File: src/rtl/pc_gen.sv
// ---------------------------------------------------------------------------
// pc_gen -- fetch program-counter generator for the IF stage.
//
// Produces the instruction-memory fetch address and the IF/ID control pulses.
// Three states:
//   BOOT : one clock after reset release, all inputs ignored
//   RUN  : live fetching with prioritised trap/redirect/halt/advance
//   HALT : PC frozen until resume_i or trap_valid
//
// Parameters
//   XLEN          width of the PC and redirect targets
//   RESET_VECTOR  first fetch address after reset
//   TRAP_VECTOR   trap handler address (also taken on a misaligned redirect)
//   IALIGN        instruction alignment / sequential step in bytes (2 or 4)
//   CNT_W         width of the accepted-fetch counter
//
// Ports
//   clk             rising-edge clock
//   reset_n         asynchronous active-low reset
//   stall_i         hazard stall, holds the PC
//   if_ready        instruction memory accepts the current fetch
//   redirect_valid  taken branch/jump from EX
//   redirect_target branch/jump target address
//   trap_valid      exception/interrupt request
//   halt_i          enter HALT (ebreak/debug)
//   resume_i        leave HALT
//   pc              current fetch address (registered)
//   pc_plus         pc + IALIGN, combinational, wraps modulo 2^XLEN
//   pc_valid        pc is a live fetch request (registered, high in RUN)
//   flush_if        one-cycle pulse: pc was just redirected, discard IF/ID
//   misalign_err    one-cycle pulse: a redirect target was misaligned
//   fetch_count     number of accepted fetches, wraps at 2^CNT_W
// ---------------------------------------------------------------------------
module pc_gen #(
  parameter int unsigned          XLEN         = 32,
  parameter logic [XLEN-1:0]      RESET_VECTOR = 32'h0000_0000,
  parameter logic [XLEN-1:0]      TRAP_VECTOR  = 32'h0000_0100,
  parameter int unsigned          IALIGN       = 4,
  parameter int unsigned          CNT_W        = 32
) (
  input  logic             clk,
  input  logic             reset_n,
  input  logic             stall_i,
  input  logic             if_ready,
  input  logic             redirect_valid,
  input  logic [XLEN-1:0]  redirect_target,
  input  logic             trap_valid,
  input  logic             halt_i,
  input  logic             resume_i,
  output logic [XLEN-1:0]  pc,
  output logic [XLEN-1:0]  pc_plus,
  output logic             pc_valid,
  output logic             flush_if,
  output logic             misalign_err,
  output logic [CNT_W-1:0] fetch_count
);

  typedef enum logic [1:0] {
    BOOT = 2'd0,
    RUN  = 2'd1,
    HALT = 2'd2
  } state_t;

  // Sequential step and the mask of address bits that must be zero on a
  // legal target; IALIGN=2 checks bit 0, IALIGN=4 checks bits [1:0].
  localparam logic [XLEN-1:0] STEP       = XLEN'(IALIGN);
  localparam logic [XLEN-1:0] ALIGN_MASK = XLEN'(IALIGN - 1);

  state_t           state_r;
  logic [XLEN-1:0]  pc_r;
  logic             pc_valid_r;
  logic             flush_r;
  logic             misalign_r;
  logic [CNT_W-1:0] count_r;

  logic             target_misaligned_s;
  logic             fetch_accept_s;
  logic [XLEN-1:0]  pc_plus_s;

  // Next sequential address, alignment check and fetch handshake.
  always_comb begin
    pc_plus_s           = pc_r + STEP;
    target_misaligned_s = ((redirect_target & ALIGN_MASK) != {XLEN{1'b0}});
    fetch_accept_s      = pc_valid_r & if_ready & ~stall_i;
  end

  // Control FSM together with every registered output.
  always_ff @(posedge clk or negedge reset_n) begin
    if (!reset_n) begin
      state_r    <= BOOT;
      pc_r       <= RESET_VECTOR;
      pc_valid_r <= 1'b0;
      flush_r    <= 1'b0;
      misalign_r <= 1'b0;
      count_r    <= {CNT_W{1'b0}};
    end else begin
      // Pulses are cleared unless a branch below sets them this cycle.
      flush_r    <= 1'b0;
      misalign_r <= 1'b0;
      case (state_r)
        BOOT: begin
          state_r    <= RUN;
          pc_r       <= RESET_VECTOR;
          pc_valid_r <= 1'b1;
        end
        RUN: begin
          // Trap and redirect win over stall/if_ready; the in-flight fetch
          // is abandoned, so the counter does not advance on these paths.
          if (trap_valid) begin
            pc_r    <= TRAP_VECTOR;
            flush_r <= 1'b1;
          end else if (redirect_valid && !target_misaligned_s) begin
            pc_r    <= redirect_target;
            flush_r <= 1'b1;
          end else if (redirect_valid) begin
            pc_r       <= TRAP_VECTOR;
            flush_r    <= 1'b1;
            misalign_r <= 1'b1;
          end else if (halt_i) begin
            state_r    <= HALT;
            pc_valid_r <= 1'b0;
          end else if (fetch_accept_s) begin
            pc_r    <= pc_plus_s;
            count_r <= count_r + CNT_W'(1);
          end else begin
            pc_r <= pc_r;
          end
        end
        HALT: begin
          // redirect_valid and halt_i carry no meaning while halted.
          if (trap_valid) begin
            state_r    <= RUN;
            pc_r       <= TRAP_VECTOR;
            pc_valid_r <= 1'b1;
            flush_r    <= 1'b1;
          end else if (resume_i) begin
            state_r    <= RUN;
            pc_valid_r <= 1'b1;
          end else begin
            state_r <= HALT;
          end
        end
        default: begin
          // Unreachable encoding: fall back to a clean boot.
          state_r    <= BOOT;
          pc_r       <= RESET_VECTOR;
          pc_valid_r <= 1'b0;
        end
      endcase
    end
  end

  assign pc           = pc_r;
  assign pc_plus      = pc_plus_s;
  assign pc_valid     = pc_valid_r;
  assign flush_if     = flush_r;
  assign misalign_err = misalign_r;
  assign fetch_count  = count_r;

endmodule

File: config.mk
export PLATFORM = sky130hd
export DESIGN_NAME = pc_gen
export DESIGN_NICKNAME = d
export VERILOG_FILES = /design/src/rtl/pc_gen.sv
export SDC_FILE = /design/constraint.sdc
export NUM_CORES = 1
export LEC_CHECK = 0
export ABC_AREA = 1
export CAP_MARGIN = 20
export CORE_ASPECT_RATIO = 1.75
export CORE_UTILIZATION = 52
export CTS_CLUSTER_SIZE = 12
export DETAILED_ROUTE_END_ITERATION = 6
export PLACE_DENSITY = 0.91
export SLEW_MARGIN = 30
export SYNTH_ARGS = -nofsm -noshare
export SYNTH_HDL_FRONTEND = slang
export SYNTH_SLANG_ARGS = --single-unit
File: constraint.sdc
create_clock -name clk -period 5.3 [get_ports clk]
set_clock_uncertainty 0.15 [all_clocks]
set_input_delay 1.06 -clock clk [delete_from_list [all_inputs] [get_ports clk]]
set_output_delay 1.06 -clock clk [all_outputs]
set_load 0.02 [all_outputs]
Yosys cells after proc, flatten, opt, wreduce, memory -nomap -nowiden
Cells that the tools add are included.

Add/subtract/negate cells: 2. Multiplexer cells: 29. Bitwise operators: 7. Eq/ne operators: 10. Reduce and logical (&&, ||, !) cells: 8.

Operators with widths (number): $mux W32 (6); $pmux W32 S2 (1); $add A32 B1 Y32 const B (1); $add A32 B3 Y32 const B (1); $reduce_bool A32 Y1 (1); $mux W1 (13); $mux W2 (6); $ne A2 B2 Y1 const B (5); $ne A5 B5 Y1 const B (2); $pmux W2 S3 (1); $reduce_and A6 Y1 (1); $not A1 Y1 (5); $reduce_and A5 Y1 (1); $reduce_and A4 Y1 (1); $ne A3 B3 Y1 const B (1); $pmux W1 S3 (1); $reduce_and A3 Y1 (1); $and A1 B1 Y1 (2); $eq A2 B1 Y1 const B (1); $eq A2 B2 Y1 const B (1); $logic_not A2 Y1 (1); $pmux W1 S2 (1); $logic_and A1 B1 Y1 (1); $logic_not A1 Y1 (1).

Input bits: 40. Output and inout bits: 99. Flip-flop bits (word level): 69. Word-level logic and storage cells: 62.

Logic depth before layout (Yosys ltp)
Word-level depth: 8. Gate-level depth with buffers: 11. Mapped depth without buffers: 11.

Worst setup path before layout
Ideal clock, no wire load.

Kind: register to output. Start point: register pc_r[2] (netlist: pc[2]). End point: output port pc_plus[22]. Stages on the path, launching flop included: 9. Path buffers: 0. Path slack: 2.467 ns. Required time: 4.090 ns. Data arrival time: 1.623 ns. Cells stage by stage: dfrtp_1 ha_1 nand3_2 inv_1 nand2_1 nor2_2 nand2_1 nand2_1 and2_1.

Word-level cells in the longest chain between the ends: 1.

RTL lines: from (decl) (line 70) `logic [XLEN-1:0] pc_r;`; from (signal assigned) (line 113) `pc_r <= redirect_target;`; from (signal assigned) (line 123) `pc_r <= pc_plus_s;`; from (signal assigned) (line 126) `pc_r <= pc_r;`; $add A32 B3 Y32 (line 82) `pc_plus_s = pc_r + STEP;`; to (decl) (line 51) `output logic [XLEN-1:0] pc_plus,`.

Every way passes these cells.

Final worst setup path
Ends and elaborated chain as after synthesis.

==> impl_metrics.ini <==
[placement]
dp_hpwl_mm = 12.76
io_buffers = 138
place_congestion = 0.9672
placedInstanceArea_um2 = 6321

[routing]
drtAntennaViolNets = 0
wl_per_cell_um = 16.01
via_per_inst = 5.337
first_pass_iters = 5
drt-initial-drc-count = 372
vias = 5476
wl_mm = 16.43
drc_errors = 0

[worst_setup_path]
cp.arrival_ps = 2590
crit_top_cell = nand2_1
crit_slowest_cell = clkdlybuf4s50_1
cp-end-kind = output pin
cp-start-kind = flop
cp_num_buf_inv = 2
crit_fanout = 8
worstPathRequired_ps = 4090
path_cells = ha_1 > nand3_2 > inv_1 > nand2_1 > nor2_2 > nand2_1 > nand2_1 > and2_1 > clkdlybuf4s50_1
slowest_delay_ps = 590
path_class = reg2out
crit_family = simple AND/OR/NAND/NOR gates

[finish]
final_nets = 947
drive_above_1_share_pct = 4.305
final_area_um2 = 6646
area_delta_synth_final_pct = 36.91
diodes = 0

[synth]
synth_cells = 764
synth_area_leader_cell = dfrtp_1
yosysUniqueCellTypes = 32
yosysSeqAreaShare_pct = 35.57
synthesis.area_um2 = 4855
syn_nets = 810
synth_top_area_share_pct = 35.57
ys_ff_latch = 69
yosys_warnings = 0
ys_top_cells_by_area = dfrtp_1 (36%), nand2_1 (27%), nor2_1 (6.9%)
avgSynthCellArea_um2 = 6.354

[power]
p_per_area_nw_per_um2 = 273.2
finalPower_mw = 1.816
ir_drop_mv = 0.2985
leakage_nw = 2.992

[floorplan]
die_x_um = 75.04
die_area_um2 = 9742
io_pins = 139
coreArea_um2 = 9036
num_rows = 46
start_util_pct = 53.72
fp.dieH_um = 129.8

[timing]
drv_slew = 0
period_needed_ps = 3798
rsz0062_at_grt = false
finalCritPeriodShare_pct = 71.66
final-hold-violation-count = 0
fmax_mhz = 263.3
max_slew_margin_pct = 36.67
fin_tns_setup_ps = 0
setup_violations = 0
tightest_slew_ps = 944.2

[cts]
insertion_delay_ps = 340
ctsResizeCount = 0
clockRootBuffer = clkbuf_16
clock-sinks = 69
cts-htree-levels = 3
cts_buffers = 9
cts_setup_buffers = 0
cts_tree = yes
clk_pin_slew_ps = 60
clockBufferDepth = 2
hold_buffers = 0

[run_status]
status = complete, no violations

[global_route]
grt_max_degree = 45
grt_antenna_before_repair = 0
overflow = 0
grt_pass1_wl_mm = 25.80
first_global_vias = 5385
grt_usage_pct = 35.85

[min_path]
holdCritPathClass = reg2reg

[flow_run]
maxCapViolCount = 0
-- cell usage in the layout, fill, tap and decap left out --
master and count:
nor2_2 2, nand3b_1 4, o21ai_0 28, dfrtp_1 69, inv_1 68, nand2_4 1
nor3_1 11, clkbuf_16 9, clkinv_4 2, nor2_4 4, a22o_1 3, xor2_1 15
buf_8 1, a21oi_1 3, nand2_1 352, clkinvlp_4 3, o21ai_4 1, nand2_2 1
clkinv_1 1, nor3_4 3, nor2_1 89, o31ai_1 1, ha_1 6, xnor2_1 6
clkdlybuf4s50_1 137, or2_2 2, bufinv_16 2, a31oi_1 1, nand3_1 47, and2_1 16
buf_4 2, o21bai_1 3, nand3_2 2, nand4_1 7, inv_2 4
-- final timing paths --
kind                             from          end  slack (ps)  cells after the start
hold / removal                  pc[1]        pc[1]         370                      2
hold reg to reg                 pc[1]        pc[1]         370                      2
setup reg to reg           state_r[1]       pc[12]        2760                     10
min in group asynchronous     reset_n       pc[29]         560                      1
setup / recovery                pc[2]  pc_plus[22]        1500                      9
max in group asynchronous     reset_n     pc_valid        3600                      2
-- routing by layer --
metal	GRT usage [%]	vias up	wire, um
met4	24.31	0	1040
met3	5.328	70	902
met1	35.17	2497	5564
li1	-	2650	-
met5	0	-	0
met2	66.45	259	8922
-- sequential cells by signal, summed over array words and instances, names as in the netlist --
name	flops
misalign_err	1
flush_if	1
state_r	2
fetch_count	32
pc_valid	1
pc	32
-- power by group --
group | leakage (nW) | switching [mW] | internal, mW
Clock | 0.148 | 0.249 | 0.414
Sequential | 0.921 | 0.0647 | 0.577
Combinational | 1.92 | 0.308 | 0.202
Total | 2.99 | 0.622 | 1.19
-- layout make-up --
class / count / area [um2]
multi-input combinational: 608 / 2769
fill: 735 / 2390
sequential: 69 / 1727
timing repair buffer: 140 / 1401
inverter: 73 / 274.0
clock buffer: 9 / 225.2
tap: 120 / 150.1
clock inverter: 7 / 100.1
-- cells in the mapped netlist (all sizes together) --
| cell | instances |
|---|---|
| inv | 73 |
| nand4 | 7 |
| xor2 | 15 |
| a21oi | 3 |
| buf | 12 |
| nand3b | 4 |
| xnor2 | 6 |
| nand3 | 49 |
| nor2 | 95 |
| nor3 | 14 |
| o31ai | 1 |
| and2 | 16 |
| nand2 | 354 |
| clkbuf | 2 |
| ha | 6 |
| o21ai | 29 |
| or2 | 2 |
| dfrtp | 69 |
| a31oi | 1 |
| a22o | 3 |
| o21bai | 3 |
-- through the flow --
| step | std cells | setup WS (ps) | utilization, % | hold WS, ps |
|---|---|---|---|---|
| 2_1_floorplan | 764 | 2467 | - | 433.3 |
| 3_3_place_gp | 1009 | 1799 | 69.76 | 350.4 |
| 3_5_place_dp | 1010 | 1899 | 69.95 | 357.5 |
| 4_1_cts | 1026 | 1517 | 73.55 | 366.2 |
| 5_1_grt | 1026 | 1263 | 73.55 | 385.3 |
| 6_report | 1026 | 1502 | 73.55 | 368.6 |
-- tightest hold or removal path: stages, from the launching register on --
cell and delay [ps]:
dfrtp_1 390, inv_1 60, nor2_1 40
-- cells by family (layout without fill, tap and decap cells) --
group | after synthesis | after routing | share of synthesized area, %
XOR/XNOR | 21 | 21 | 3.789
buffers and inverters | 87 | 229 | 7.397
flip-flops | 69 | 69 | 35.57
AO/OA/AOI/OAI | 40 | 40 | 4.820
AND/OR/NAND/NOR | 541 | 541 | 46.88
adder cells (fa/ha/maj) | 6 | 6 | 1.546
(Power assumes the default switching activity.)
